--- config.mk ---
export PLATFORM = sky130hd
export DESIGN_NAME = regbank_sb
export DESIGN_NICKNAME = d
export VERILOG_FILES = /design/src/rtl/regbank_sb.sv
export SDC_FILE = /design/constraint.sdc
export NUM_CORES = 2
export LEC_CHECK = 0
export BUFFER_PORTS_ARGS = -buffer_cell sky130_fd_sc_hd__buf_2
export CORE_ASPECT_RATIO = 0.9
export CORE_UTILIZATION = 45
export CTS_BUF_LIST = sky130_fd_sc_hd__clkbuf_2 sky130_fd_sc_hd__clkbuf_4 sky130_fd_sc_hd__clkbuf_8
export CTS_CLUSTER_SIZE = 8
export DETAILED_ROUTE_END_ITERATION = 16
export GPL_TIMING_DRIVEN = 0
export PLACE_DENSITY_LB_ADDON = 0.3
export SLEW_MARGIN = 40
export SYNTH_ARGS = -nofsm -noshare
export SYNTH_HDL_FRONTEND = slang
export SYNTH_SLANG_ARGS = --single-unit
--- constraint.sdc ---
create_clock -name i_clk -period 2.7 [get_ports i_clk]
set_input_delay 0.54 -clock i_clk [delete_from_list [all_inputs] [get_ports i_clk]]
set_output_delay 0.54 -clock i_clk [all_outputs]
set_load 0.005 [all_outputs]
--- src/rtl/regbank_sb.sv ---
// ---------------------------------------------------------------------------
// regbank_sb -- register bank with a per-register busy scoreboard.
//
// A register is marked busy when an instruction that will write it is issued.
// The mark is cleared when that register is written back. A read port reports
// an operand as ready only when its register has no write pending.
//
// Optional feature (macro REGBANK_SB_BYPASS_EN):
//   defined   : a read that hits the register being written back in the same
//               cycle returns i_wr_data, with rdy=1.
//   undefined : such a read returns the old stored value, with rdy=~busy.
//
// Parameters:
//   DW  data width of each register
//   AW  address width; the bank holds 2**AW registers
//   NRD number of independent read ports
//
// Ports:
//   i_clk      clock; all state updates on its rising edge
//   i_rst      synchronous active-high reset
//   i_rd_addr  NRD packed read addresses, port k at [k*AW +: AW]
//   o_rd_data  NRD packed read data, port k at [k*DW +: DW] (combinational)
//   o_rd_rdy   per-port operand-ready flag (combinational)
//   i_iss_en   issue strobe; marks i_iss_addr as pending a write
//   i_iss_addr destination register being issued
//   i_wr_en    writeback strobe
//   i_wr_addr  writeback register address
//   i_wr_data  writeback data
//   o_busy     registered scoreboard, bit n=1 means register n is pending
//   o_wb_err   registered one-cycle pulse: a writeback hit a non-busy register
//
// There is no valid/ready handshake here. i_iss_en and i_wr_en are
// single-cycle strobes. Each one is acted on at the rising edge where it is
// high, and it is never back-pressured.
// ---------------------------------------------------------------------------
module regbank_sb #(
    parameter int DW  = 32,
    parameter int AW  = 5,
    parameter int NRD = 2
) (
    input  logic                  i_clk,
    input  logic                  i_rst,
    input  logic [NRD*AW-1:0]     i_rd_addr,
    output logic [NRD*DW-1:0]     o_rd_data,
    output logic [NRD-1:0]        o_rd_rdy,
    input  logic                  i_iss_en,
    input  logic [AW-1:0]         i_iss_addr,
    input  logic                  i_wr_en,
    input  logic [AW-1:0]         i_wr_addr,
    input  logic [DW-1:0]         i_wr_data,
    output logic [(1<<AW)-1:0]    o_busy,
    output logic                  o_wb_err
);

    localparam int NREG = 1 << AW;

    logic [DW-1:0]   mem_q [NREG];
    logic [DW-1:0]   mem_d [NREG];
    logic [NREG-1:0] busy_q;
    logic [NREG-1:0] busy_d;
    logic            wb_err_q;
    logic            wb_err_d;

    // Next-state logic for the register file and the scoreboard.
    always_comb begin
        mem_d    = mem_q;
        busy_d   = busy_q;
        wb_err_d = 1'b0;

        if (i_wr_en && (i_wr_addr != '0)) begin
            mem_d[i_wr_addr] = i_wr_data;
        end

        // The writeback clears first and the issue sets after it, so when
        // both hit the same register, the newer producer keeps the bit set.
        if (i_wr_en) begin
            busy_d[i_wr_addr] = 1'b0;
        end
        if (i_iss_en) begin
            busy_d[i_iss_addr] = 1'b1;
        end
        busy_d[0] = 1'b0;

        // A writeback counts as an error only when nothing is pending on the
        // target, and no issue to the same target arrives in the same cycle.
        // An issue and a writeback to the same register in one cycle are
        // legal back-to-back producers.
        if (i_wr_en && (i_wr_addr != '0) && !busy_q[i_wr_addr] &&
            !(i_iss_en && (i_iss_addr == i_wr_addr))) begin
            wb_err_d = 1'b1;
        end
    end

    always_ff @(posedge i_clk) begin
        if (i_rst) begin
            for (int n = 0; n < NREG; n++) begin
                mem_q[n] <= '0;
            end
            busy_q   <= '0;
            wb_err_q <= 1'b0;
        end else begin
            for (int n = 0; n < NREG; n++) begin
                mem_q[n] <= mem_d[n];
            end
            busy_q   <= busy_d;
            wb_err_q <= wb_err_d;
        end
    end

    assign o_busy   = busy_q;
    assign o_wb_err = wb_err_q;

    // Read ports.
    for (genvar k = 0; k < NRD; k++) begin : g_rd
        logic [AW-1:0] rd_a;
        logic          byp;
        logic [DW-1:0] rd_data;
        logic          rd_rdy;

        assign rd_a = i_rd_addr[k*AW +: AW];

`ifdef REGBANK_SB_BYPASS_EN
        // Do not forward during reset, because that writeback is discarded.
        assign byp = i_wr_en && !i_rst && (i_wr_addr == rd_a);
`else
        assign byp = 1'b0;
`endif

        always_comb begin
            rd_data = '0;
            rd_rdy  = 1'b1;
            if (rd_a == '0) begin
                rd_data = '0;
                rd_rdy  = 1'b1;
            end else if (byp) begin
                rd_data = i_wr_data;
                rd_rdy  = 1'b1;
            end else begin
                rd_data = mem_q[rd_a];
                rd_rdy  = ~busy_q[rd_a];
            end
        end

        assign o_rd_data[k*DW +: DW] = rd_data;
        assign o_rd_rdy[k]           = rd_rdy;
    end

endmodule

# [Word-level counts from Yosys, hierarchy flattened]
# Index checks and enable logic that the tools add are counted.
[op_classes] magnitude_cmp=10 eq_ne=1 muxes=26 bitwise_logic=8 reduce_logical=12
[op_table] op="bitwise mux 1024 bit" n=1
[op_table] op="binary-select mux 32 bit (select 5 bit)" n=2
[op_table] op="two-way mux 32 bit" n=9
[op_table] op="demux 32 bit (select 5 bit)" n=1
[op_table] op="bitwise AND 32 bit" n=1
[op_table] op="inverter 32 bit" n=1
[op_table] op="OR 32 bit" n=1
[op_table] op="< comparator 5 x 6 -> 1 bit, second input constant" n=4
[op_table] op=">= comparator 6 bit, second input constant" n=3
[op_table] op="inverter 5 -> 6 bit" n=3
[op_table] op="binary-select mux 1 bit (select 5 bit)" n=3
[op_table] op="demux 1 bit (select 5 bit)" n=2
[op_table] op=">= comparator 5 x 1 -> 1 bit, second input constant" n=2
[op_table] op="zero test 5 bit" n=2
[op_table] op="two-way mux 1 bit" n=8
[op_table] op="logical AND 1 bit" n=7
[op_table] op="< comparator 6 x 1 -> 1 bit, second input constant" n=1
[op_table] op="== test 5 bit" n=1
[op_table] op="nonzero test 5 bit" n=1
[op_table] op="zero test 1 bit" n=2
[op_table] op="inverter 1 bit" n=2
[word_totals] ff_bits=1057 in_bits=56 out_inout_bits=99 wordCells=92

# [Logic depth before layout (Yosys ltp)]
[logic_depth] depth_word=9 ltp_mapped=9 mapped_depth_nobuf=4

# [Worst setup path after synthesis]
# No wires, ideal clock.
[synth_path] kind="input port to output port" start="input port i_rd_addr[2]" end="output port o_rd_rdy[0]" t_arrival_ns=1.954 t_required_ns=2.160 slack_ns=0.206 stages=9 n_path_buf=5 path_cell_list="buf_6 > buf_12 > buf_6 > clkbuf_1 > mux4_2 > nand2_1 > nand2_1 > o2111ai_1 > buf_4"
[synth_between] elab_chain_cells=4 word_cells_on_any_way=5 classes_between="mux (3); bitwise (1); reduce/logical (1)"
[synth_lines] element="start: declaration" line_no="43" source="input logic [NRD*AW-1:0] i_rd_addr,"
[synth_lines] element="binary-select mux 1 bit (select 5 bit)" line_no="140" source="rd_rdy = ~busy_q[rd_a];"
[synth_lines] element="two-way mux 1 bit (implied by the code)" line_no="140"
[synth_lines] element="inverter 1 bit" line_no="140"
[synth_lines] element="two-way mux 1 bit *" line_no="132" source="if (rd_a == '0) begin"
[synth_lines] element="end: declaration" line_no="45" source="output logic [NRD-1:0] o_rd_rdy,"
# Mark *: on every way between the ends. The rest lies on a longest branch, timed or not. The select of a mux whose other input is x is not followed.

# [Final worst setup path]
[layout_path] start="input port i_rd_addr[4]" end="output port o_rd_data[24]"
[layout_between] elab_chain_cells=5 word_cells_on_any_way=6 classes_between="mux (4); bitwise (1); reduce/logical (1)"
[layout_lines] element="inverter 5 -> 6 bit (implied by the code)" line_no="139" source="rd_data = mem_q[rd_a];"
[layout_lines] element="binary-select mux 32 bit (select 5 bit)" line_no="139"
[layout_lines] element="two-way mux 32 bit (implied by the code) (2 in a row)" line_no="139"
[layout_lines] element="two-way mux 32 bit *" line_no="132"
[layout_lines] element="end: declaration" line_no="44" source="output logic [NRD*DW-1:0] o_rd_data,"
# Marks and branches as above.

==> metrics.csv <==
stage,metric,value,unit
routing,post-route DRC violation count,0,
place,IO buf count,135,
routing,Detailed Route WL,338000,µm
floorplan,IO Count,155,
floorplan,width of the chip,369,µm
pwr,Gate power share,14.0,%
setup_path,cells along the critical path,"clkbuf_2, nand2b_1, buf_2, o21ai_1, a311oi_4, buf_2",
finish,number of nets in the layout,6526,
synthesis,synthesized flop and latch total,1056,
setup_path,Critical Path RT,2.16,ns
routing,ANT nets after route,0,
floorplan,Core Area,0.120,mm²
timing,Final Cycle Share,130,%
synthesis,Yosys cell types,52,
timing,Slew @ Worst Pin,1.01,ns
setup_path,Worst setup SP type,primary input,
pwr,Flop pwr share,41.8,%
synthesis,ys flop type,dfxtp_1,
routing,initial DRC count,10708,
outcome,status,"finished, violations left",
routing,routed vias/inst,6.93,
timing,Final Hold Fails,0,
setup_path,crit-path max cell delay,0.57,ns
pwr,clock group share of total power,44.1,%
setup_path,Critical-path top delay cell,a311oi_4,
clocking,clk_lat worst skew,1.01,ns
synthesis,asr flop ratio synth,0,%
worst_hold_path,Worst Hold Class,in -> reg,
pwr,Peak supply drop,0.529,mV
setup_path,Worst setup EP type,output port,
clocking,CTS root buf,clkbuf_8,
global_route,vias in the first global route,50417,
timing,# setup viols final,66,
clocking,clock sinks,1056,
timing,normalized max-slew margin,32.3,%
floorplan,die area,0.122,mm²
place,gpl congestion,1.09,
setup_path,CP Max Fanout,10,
clocking,Max clock buf depth,3,
global_route,initial antenna violation count,14,
routing,WL/cell,41.1,µm
flow_run,maxcap violations,0,
outcome,failing checks,negative setup slack,
floorplan,initial core utilization,45.6,%
global_route,grt ovf,0,
pwr,leakage power,22.2,nW
timing,hold_ws,0.121,ns
synthesis,Mean Syn Cell Area,9.00,µm²
routing,Detailed Routing Iterations Pass 1,9,
floorplan,Die Y,332,µm
clocking,H-tree lvl count,4,
pwr,power per cell area,566,mW/mm²
setup_path,arrival time worst endpoint,2.98,ns
timing,highest clock rate,0.284,GHz
synthesis,synthesized area,0.0545,mm²
finish,most frequent cells in the layout,"nand2_1 (2061), a21oi_1 (993), dfxtp_1 (902)",
global_route,All-Layer GR Usage,53.8,%
pwr,Sw Share,31.2,%
routing,Via Count,56951,
pwr,Cell Int Power,26.0,mW
place,hpwl dp,249000,µm
finish,share of layout cells above drive strength 1,30.7,%
synthesis,sequential fraction of the synthesis area,38.8,%
clocking,"CTS clk-pin slew, worst paths",0.07,ns
synthesis,Post-synth EDFFs,0,
global_route,pin count of the biggest net entering global routing,17,
place,Post-DP Area,0.0577,mm²
timing,setup ws final,-0.817,ns
clocking,TritonCTS Buffers,183,
clocking,CTS tree,done,
timing,Max Slew Vio Count,0,
synthesis,syn_nets,6104,
pwr,Power Total,37.8,mW
global_route,first-pass GRT wire length,444000,µm
floorplan,# rows,120,
synthesis,synth warn,0,
finish,filler cell count in the final layout,10931,
setup_path,most frequent CP cell,buf_2,
finish,fin area,0.0667,mm²
setup_path,CP Class,in -> out,
pwr,NetSw,11.8,mW
timing,RSZ-0062 raised after global routing,yes,
finish,"commonest non-fill, non-tap cell in the layout",nand2_1,
finish,synthesis-to-layout area growth,22.5,%
timing,post-route minimum period,3.52,ns
synthesis,Post-Syn Instances,6048,
timing,Fin Clk Skew,0.0164,ns
-- final timing paths --
path | start | to | slack (ns) | cells past startpoint
setup / recovery | i_rd_addr[4] | o_rd_data[24] | -0.82 | 6
hold / removal | i_iss_addr[1] | o_busy[25] | 0.12 | 4
setup reg to reg | o_busy[15] | o_wb_err | 0.29 | 5
hold reg to reg | mem_q[923] | mem_q[923] | 0.46 | 2
-- metal layers --
metal,vias up,share of wire (%),global-route usage [%]
met5,-,0.0086,0
met2,5360,38,69.5
met3,1127,19,29.4
met1,28319,36,69.0
met4,4,7.5,32.4
li1,22141,-,-
-- synth_stat cells, types with 3 or more instances --
cell type  instances  area share [%]
buf_6             27            0.56
and3_1             4           0.046
a221oi_1          11            0.18
buf_2            133             1.2
mux4_2           460              19
mux4_1             9            0.43
a311oi_1          64             1.0
mux2i_1          131             2.4
a211oi_1          64            0.88
nor2_2             8           0.092
nand2_1         2061              14
o2111ai_1         19            0.31
xnor2_1            5           0.080
o211ai_1           4           0.055
nor2_1            49            0.34
a221oi_2          37             1.0
nor2_4            15            0.31
a22oi_1          101             1.4
nand3b_1           5           0.069
buf_1             26            0.18
buf_4            109             1.5
nor2b_1          102             1.2
dfxtp_1         1056              39
nor3b_1            9            0.12
o21ai_0           65            0.60
buf_12             7            0.26
nor3_1             3           0.028
a21oi_1          993             9.1
o21ai_1           47            0.43
clkbuf_1         326             2.2
and3b_1            8            0.13
mux2_2            66             1.4
-- sequential cells by signal (all words and copies together), names as in the netlist --
name,count
o_wb_err,1
mem_q,1024
o_busy,31
-- power by group through the flow --
stage               combinational (mW)  sequential [mW]  clock [mW]
floorplan                         1.94             16.1           0
global placement                  4.16             16.1           0
detailed placement                4.24             16.1           0
CTS                               4.81             15.8        16.3
global route                      5.12             15.8        17.0
finish                            5.30             15.8        16.7
-- area by class of cell --
class / count / area, µm² / share of cell area [%]
multi-input combinational: 4359 / 33300 / 49.9
clock buffer: 299 / 3760 / 5.64
antenna: 13 / 32.5 / 0.0488
tap: 1586 / 1980 / 2.97
buffer: 628 / 4280 / 6.42
timing repair buffer: 240 / 1710 / 2.56
sequential: 1056 / 21400 / 32.1
clock inverter: 30 / 249 / 0.373
inverter: 2 / 7.51 / 0.0113
-- cells by family (layout without fill, tap and decap cells) --
family	Yosys count	count (layout)	share of synthesized area (%)
and+or+nand+nor	2281	2281	16.8
AOI/OAI and AO/OA	1406	1406	15.0
DFF	1056	1056	38.8
muxes	666	666	23.2
buffers and inverters	633	1199	6.05
xor gates and xnor gates	5	5	0.0804
other	1	14	0.00689
-- per-stage QoR --
stage	cells	setup TNS [ns]	worst slack (ns)	utilization, %
global placement	7769	-410.52	-2.51	47.8
global route	8203	-37.33	-0.739	55.8
finish	8213	-41.30	-0.817	55.8
detailed placement	7792	-129.72	-1.97	48.3
CTS	8181	-39.10	-0.765	55.1
floorplan	6048	0	0.206	-
-- timing repair --
action / 4_1_cts / 5_1_grt
hold buffers: 36 / 0
cloned: 0 / 0
endpoints found under the hold margin: 35 / 0
setup buffers: 26 / 18
pin swaps: 123 / 87
gates resized for setup: 830 / 190
setup endpoints to repair: 66 / 66
-- worst max-delay path: cells and delay by family --
kind,cells,cell delay [ns]
simple gates,1,0.48
buf+inv,3,1.10
compound gates,2,0.83
(Power assumes the default switching activity.)
